File: src/rtl/decoder_3x8_strobe_pkg.sv
// rtl/decoder_3x8_strobe_pkg.sv - shared types and helpers for the strobed 3-to-8 decoder
package decoder_3x8_strobe_pkg;

    typedef enum logic [1:0] {
        ST_IDLE = 2'd0,
        ST_HOLD = 2'd1,
        ST_GAP  = 2'd2
    } state_t;

    typedef logic [2:0] code_t;
    typedef logic [7:0] onehot_t;

    // Bits needed to hold any value up to max(hold, gap).
    function automatic int cnt_width(input int hold, input int gap);
        int m;
        int w;
        m = (hold > gap) ? hold : gap;
        w = 1;
        while ((1 << w) <= m) begin
            w++;
        end
        return w;
    endfunction

endpackage

File: src/rtl/decoder_3x8_strobe_dec3to8.sv
// rtl/decoder_3x8_strobe_dec3to8.sv - combinational 3-to-8 one-hot decoder
module dec3to8
    import decoder_3x8_strobe_pkg::*;
(
    input  code_t   code,
    output onehot_t onehot
);

    assign onehot = onehot_t'(1) << code;

endmodule

File: src/rtl/decoder_3x8_strobe.sv
// rtl/decoder_3x8_strobe.sv - registered 3-to-8 decoder with handshake and timed strobes
module decoder_3x8_strobe
    import decoder_3x8_strobe_pkg::*;
#(
    parameter int HOLD = 4,
    parameter int GAP  = 1
)
(
    input  logic    clk,
    input  logic    rst,
    input  logic    en,
    input  logic    in_valid,
    output logic    in_ready,
    input  code_t   in_code,
    output onehot_t y,
    output logic    busy,
    output logic    done
);

    localparam int CW = cnt_width(HOLD, GAP);

    if (HOLD < 1 || HOLD > 255 || GAP < 0 || GAP > 255) begin : g_param_check
        $error("decoder_3x8_strobe: HOLD must be 1..255 and GAP 0..255");
    end

    state_t          state, state_n;
    logic [CW-1:0]   cnt, cnt_n;
    onehot_t         y_n;
    logic            done_n;
    onehot_t         dec_out;

    dec3to8 u_dec (
        .code   (in_code),
        .onehot (dec_out)
    );

    // rst gates in_ready so nothing looks acceptable while the block is held in reset
    assign in_ready = en && !rst && (state == ST_IDLE);
    assign busy     = (state != ST_IDLE);

    always_ff @(posedge clk or posedge rst) begin
        if (rst) begin
            state <= ST_IDLE;
            cnt   <= '0;
            y     <= '0;
            done  <= 1'b0;
        end else begin
            state <= state_n;
            cnt   <= cnt_n;
            y     <= y_n;
            done  <= done_n;
        end
    end

    always_comb begin
        state_n = state;
        cnt_n   = cnt;
        y_n     = y;
        done_n  = 1'b0;
        if (!en) begin
            // abort wins over a completion landing on the same edge
            state_n = ST_IDLE;
            cnt_n   = '0;
            y_n     = '0;
        end else begin
            case (state)
                ST_IDLE: begin
                    if (in_valid) begin
                        y_n     = dec_out;
                        cnt_n   = CW'(HOLD - 1);
                        state_n = ST_HOLD;
                    end
                end
                ST_HOLD: begin
                    if (cnt != '0) begin
                        cnt_n = cnt - CW'(1);
                    end else begin
                        y_n    = '0;
                        done_n = 1'b1;
                        if (GAP > 0) begin
                            state_n = ST_GAP;
                            cnt_n   = CW'(GAP - 1);
                        end else begin
                            state_n = ST_IDLE;
                            cnt_n   = '0;
                        end
                    end
                end
                ST_GAP: begin
                    if (cnt != '0) begin
                        cnt_n = cnt - CW'(1);
                    end else begin
                        state_n = ST_IDLE;
                    end
                end
                default: begin
                    state_n = ST_IDLE;
                    cnt_n   = '0;
                    y_n     = '0;
                end
            endcase
        end
    end

endmodule

File: config.mk
export PLATFORM = sky130hd
export DESIGN_NAME = decoder_3x8_strobe
export DESIGN_NICKNAME = d
export VERILOG_FILES = /design/src/rtl/decoder_3x8_strobe_pkg.sv /design/src/rtl/decoder_3x8_strobe_dec3to8.sv /design/src/rtl/decoder_3x8_strobe.sv
export SDC_FILE = /design/constraint.sdc
export NUM_CORES = 1
export LEC_CHECK = 0
export CAP_MARGIN = 20
export CORE_MARGIN = 1.5
export CORE_UTILIZATION = 46
export CTS_BUF_LIST = sky130_fd_sc_hd__clkbuf_2
export CTS_CLUSTER_SIZE = 25
export DETAILED_ROUTE_END_ITERATION = 16
export PLACE_DENSITY_LB_ADDON = 0.1
export SETUP_SLACK_MARGIN = 0.05
export SLEW_MARGIN = 20
export SYNTH_ARGS = -nofsm -noshare
export SYNTH_HDL_FRONTEND = slang
export SYNTH_SLANG_ARGS = --single-unit
File: constraint.sdc
create_clock -name clk -period 1.4 [get_ports clk]
set_input_delay 0.21 -clock clk [delete_from_list [all_inputs] [get_ports clk]]
set_output_delay 0.21 -clock clk [all_outputs]
set_load 0.03 [all_outputs]
Word level (Yosys, flattened, before mapping)
Cells that the tools add are included.
{"block": "word_totals", "ff_bits": 14, "in_bits": 7, "output_inout_bits": 11}
{"block": "classes", "n_addsub": 1, "n_eq_ne": 7, "n_shift": 1, "mux": 17, "reduce_logical": 9}
{"op": "$mux W8", "count": 3}
{"op": "$pmux W8 S3", "count": 1}
{"op": "$mux W3", "count": 4}
{"op": "$ne A3 B3 Y1 const B", "count": 4}
{"op": "$pmux W3 S3", "count": 1}
{"op": "$mux W2", "count": 4}
{"op": "$shl A1 B3 Y8 const A", "count": 1}
{"op": "$pmux W2 S3", "count": 1}
{"op": "$reduce_and A3 Y1", "count": 2}
{"op": "$mux W1", "count": 3}
{"op": "$reduce_bool A3 Y1", "count": 1}
{"op": "$sub A3 B1 Y3 const B", "count": 1}
{"op": "$eq A2 B1 Y1 const B", "count": 1}
{"op": "$eq A2 B2 Y1 const B", "count": 1}
{"op": "$logic_and A1 B1 Y1", "count": 2}
{"op": "$logic_not A2 Y1", "count": 1}
{"op": "$ne A2 B2 Y1 const B", "count": 1}
{"op": "$reduce_and A2 Y1", "count": 1}
{"op": "$reduce_bool A2 Y1", "count": 1}
{"op": "$logic_not A1 Y1", "count": 1}

Longest topological paths before layout
{"block": "logic_depth", "word_depth": 4, "ltp_mapped": 6}

Hierarchy
A second synthesis with hierarchy kept.
{"block": "hier_totals", "cells_unflattened": 88, "hier_area_um2": 852.1}
{"mod": "decoder_3x8_strobe", "instances": 1, "cells_each": 80, "area_each_um2": 787.0, "seq_area_each_um2": 350.3}
{"mod": "dec3to8", "instances": 1, "cells_each": 8, "area_each_um2": 65.1, "seq_area_each_um2": 0.0}

Worst setup path before layout
Ideal clock, no wire load.
{"block": "synth_path", "kind": "flip-flop to output port", "startpoint": "register state[0]", "endpoint": "output in_ready", "t_arrival_ps": 1520, "slack_ps": -330, "stages_incl_launch_ff": 5, "n_path_buf": 1, "path_cell_list": "dfrtp_1 -> buf_4 -> nor2_4 -> inv_1 -> nor3_1"}
{"block": "synth_via", "elab_chain_cells": 2}
{"element": "start, declared", "line_no": "decoder_3x8_strobe.sv:26", "rtl": "state_t state, state_n;"}
{"element": "start signal, assigned", "line_no": "decoder_3x8_strobe.sv:48", "rtl": "state <= state_n;"}
{"element": "$logic_not A2 Y1", "line_no": "decoder_3x8_strobe.sv:38", "rtl": "assign in_ready = en && !rst && (state == ST_IDLE);"}
{"element": "$logic_and A1 B1 Y1", "line_no": "decoder_3x8_strobe.sv:38"}
{"element": "end, declared", "line_no": "decoder_3x8_strobe.sv:13", "rtl": "output logic in_ready,"}
Every way passes these cells.

Worst setup path in the final report
{"block": "layout_path", "startpoint": "register state[1]", "endpoint": "register y[7]"}
{"block": "layout_via", "elab_chain_cells": 3, "elab_cells_between_ends": 9, "cone_classes": "eq/ne (5); mux (2); reduce/logical (2)"}
{"element": "$eq A2 B1 Y1, or another cell as far along", "line_no": "decoder_3x8_strobe.sv:66", "rtl": "case (state)"}
{"element": "$ne A3 B3 Y1 (no source line), or another cell as far along"}
{"element": "$reduce_and A3 Y1 (no source line) or $mux W8 (tied branches)"}
{"element": "end signal, assigned", "line_no": "decoder_3x8_strobe.sv:50", "rtl": "y <= y_n;"}
{"element": "end, declared", "line_no": "decoder_3x8_strobe.sv:15", "rtl": "output onehot_t y,"}
Several ways; a longest one is shown, not always the timed one.
A chain may end at the register's enable or synchronous reset.

==> metrics <==
r2r setup slk -0.10 ns; yosys warns 0; layout cells sized above 1 43.9%; overall die width 44.9 um; Reg clk slew, reported paths 0.15 ns; global-route wire length before repair 3260 um; Crit Path Class flop to flop; Die H 44.9 um; Seq cells post-synth 14; Worst Hold Class input port to async pin; Peak VDD IR 0.797 mV; vias per cell 5.50; multiplexer share of the synthesized area 11.2%; DP HPWL 1340 um; fin crit share 107%; CP startpoint kind flop; Synth Instances 82; count of input and output buffers 17; global route total overflow 0; Pwr Density 1070 mW/mm^2; Worst-Margin Slew 0.303 ns; clk_lat worst skew 0.29 ns; Post-Syn Nets 91; Mapped Area 807 sq um; fin worst setup slack -0.103 ns; Required @ worst endpoint 1.59 ns; Core Area 0.00158 sq mm; type of destination of the critical path flop; Max Freq 666 MHz; Final ANT Viol Nets 0; CP Data Arrival Time 1.69 ns; CTS root buffer clkbuf_2; reg2reg end y[7]$_DFFE_PP0P_; number of max-cap violations 0; commonest cells after routing, fill and taps aside 19 x buf_4, 14 x dfrtp_1, 10 x dlygate4sd2_1; row count 14; RD Place Congestion 0.852; share of the synthesized area in the top cell type 43.4%; Top Metal Used met4; clk sinks 14; worst-case clock buffer depth 2; Area contributors post-synth dfrtp_1 43%, mux2_2 11%, nand2b_1 4.7%; Routed WL per cell 15.3 um; commonest non-fill, non-tap cell in the layout buf_4; routed vias 765; main combinational cell family by area after synthesis simple AND/OR/NAND/NOR gates; post-synthesis adder-cell area fraction 3.10%; fin crit period 1.50 ns; max_slew headroom 79.9%; Clock H-tree levels 1; met3 wire len 91 um; post-synthesis sequential area ratio 43.4%; worst-case clock skew 0.00375 ns; failing checks negative setup slack; WL met1 986 um; Total GRT Usage 22.9%; largest area contributor in the netlist dfrtp_1; Synth Area in XOR/XNOR 0%; CP max FO 8; starting density of the core 51.2%; Synth Area in Compound Gates 12.4%; First-pass DRT Iterations 4; Pleak 0.648 nW; die area 0.00201 sq mm; post-route DRC violation count 0; largest net degree at the start of global routing 15; CTS tree yes; Synth cell types 27; ANT cells 0; Fin. Hold Viols 0; synthesis-to-layout area growth 59.8%; final WL 2130 um; RSZ-0062 raised after global routing true; Hold WS 0.292 ns; status finished with violations; metal2 WL 1030 um; fin nets 133; Avg Inst Size Synth 9.84 sq um; TritonCTS buffer count 3; initial antenna violation count 0; Final Slew Violations 0; IO Count 18; Post-Synth Simple-Gate Area 24.0%; DRT iter0 DRCs 23; total power 1.38 mW; vias in the first global route 728; Reg-to-Reg Start state[1]$_DFFE_PP0P_; R2R depth 5; Final setup violation count 9
worst max-delay path, stage by stage (launching register included):
cell	delay, ns
dfrtp_1	0.43
buf_4	0.18
nand2b_4	0.16
o22ai_4	0.18
nand2_4	0.14
mux2_4	0.32
layout make-up:
cell class,count,area [sq um]
clock buffers,3,15.0
clock inverters,1,3.75
inverters,8,30.0
multi-input cells,57,523
well taps,16,20.0
fillers,97,287
flip-flops and latches,14,350
repair buffers,40,348
synth_stat cells:
cell type	number
dfrtp_1	14
inv_1	8
mux2_2	8
nor2_1	8
nand2b_1	6
o21ai_0	6
nor3_1	5
a31oi_1	3
buf_2	2
ha_1	2
nand2_1	2
nand4_1	2
nor2b_1	2
a2111oi_1	1
a21oi_1	1
buf_4	1
nand2_4	1
nand2b_4	1
nand3_1	1
nand3b_1	1
nor2_4	1
nor2b_4	1
nor4_1	1
o211ai_1	1
o21a_1	1
o22a_1	1
o22ai_2	1
flip-flops by register name, summed over array words and instances, names as in the netlist:
name and count:
cnt 3, done 1, state 2, y 8
layer usage:
metal | GRT usage [%] | vias to the layer above
met5 | 0 | -
met4 | 8.82 | 0
met3 | 4.80 | 2
met2 | 35.9 | 21
met1 | 31.1 | 375
li1 | - | 367
worst max path at each step:
stage	to	startpoint	cells after the start	slack, ns
2_1_floorplan	y[0]$_DFFE_PP0P_	cnt[0]$_DFFE_PP0P_	6	-0.03
3_3_place_gp	y[0]$_DFFE_PP0P_	in_valid	5	-0.21
3_5_place_dp	y[0]$_DFFE_PP0P_	in_valid	5	-0.23
4_1_cts	y[0]$_DFFE_PP0P_	cnt[0]$_DFFE_PP0P_	6	-0.08
5_1_grt	in_ready	state[1]$_DFFE_PP0P_	5	-0.19
6_report	y[7]$_DFFE_PP0P_	state[1]$_DFFE_PP0P_	5	-0.10
cells by family (layout without fill, tap and decap cells):
kind of cell	Yosys count	in the layout
flops	14	14
fa+ha+maj	2	2
buf+inv	11	52
mux	8	8
simple gates	32	32
compound gates	15	15
timing repair:
action,4_1_cts,5_1_grt
buffers inserted,4,3
hold buffers,0,0
pin swaps,5,6
gates resized for setup,20,11
setup endpoints to repair,22,15
per-stage QoR:
| step | worst slack, ns | instance area (sq um) | cells | utilization, % | TNS (ns) |
|---|---|---|---|---|---|
| CTS | -0.0838 | 1220 | 136 | 77.3 | -0.696 |
| floorplan | -0.0284 | 861 | 82 | - | -0.227 |
| finish | -0.103 | 1290 | 139 | 81.8 | -0.836 |
| detailed placement | -0.228 | 1150 | 128 | 72.9 | -2.22 |
| global route | -0.185 | 1290 | 139 | 81.8 | -1.43 |
| global placement | -0.212 | 1150 | 128 | 72.9 | -2.08 |
power breakdown:
group / switching, mW / internal [mW] / leakage, nW
clock: 0.143 / 0.0621 / 0.0140
sequential: 0.0226 / 0.440 / 0.190
combinational: 0.364 / 0.349 / 0.444
No activity file was read; power rests on OpenSTA's default activity.
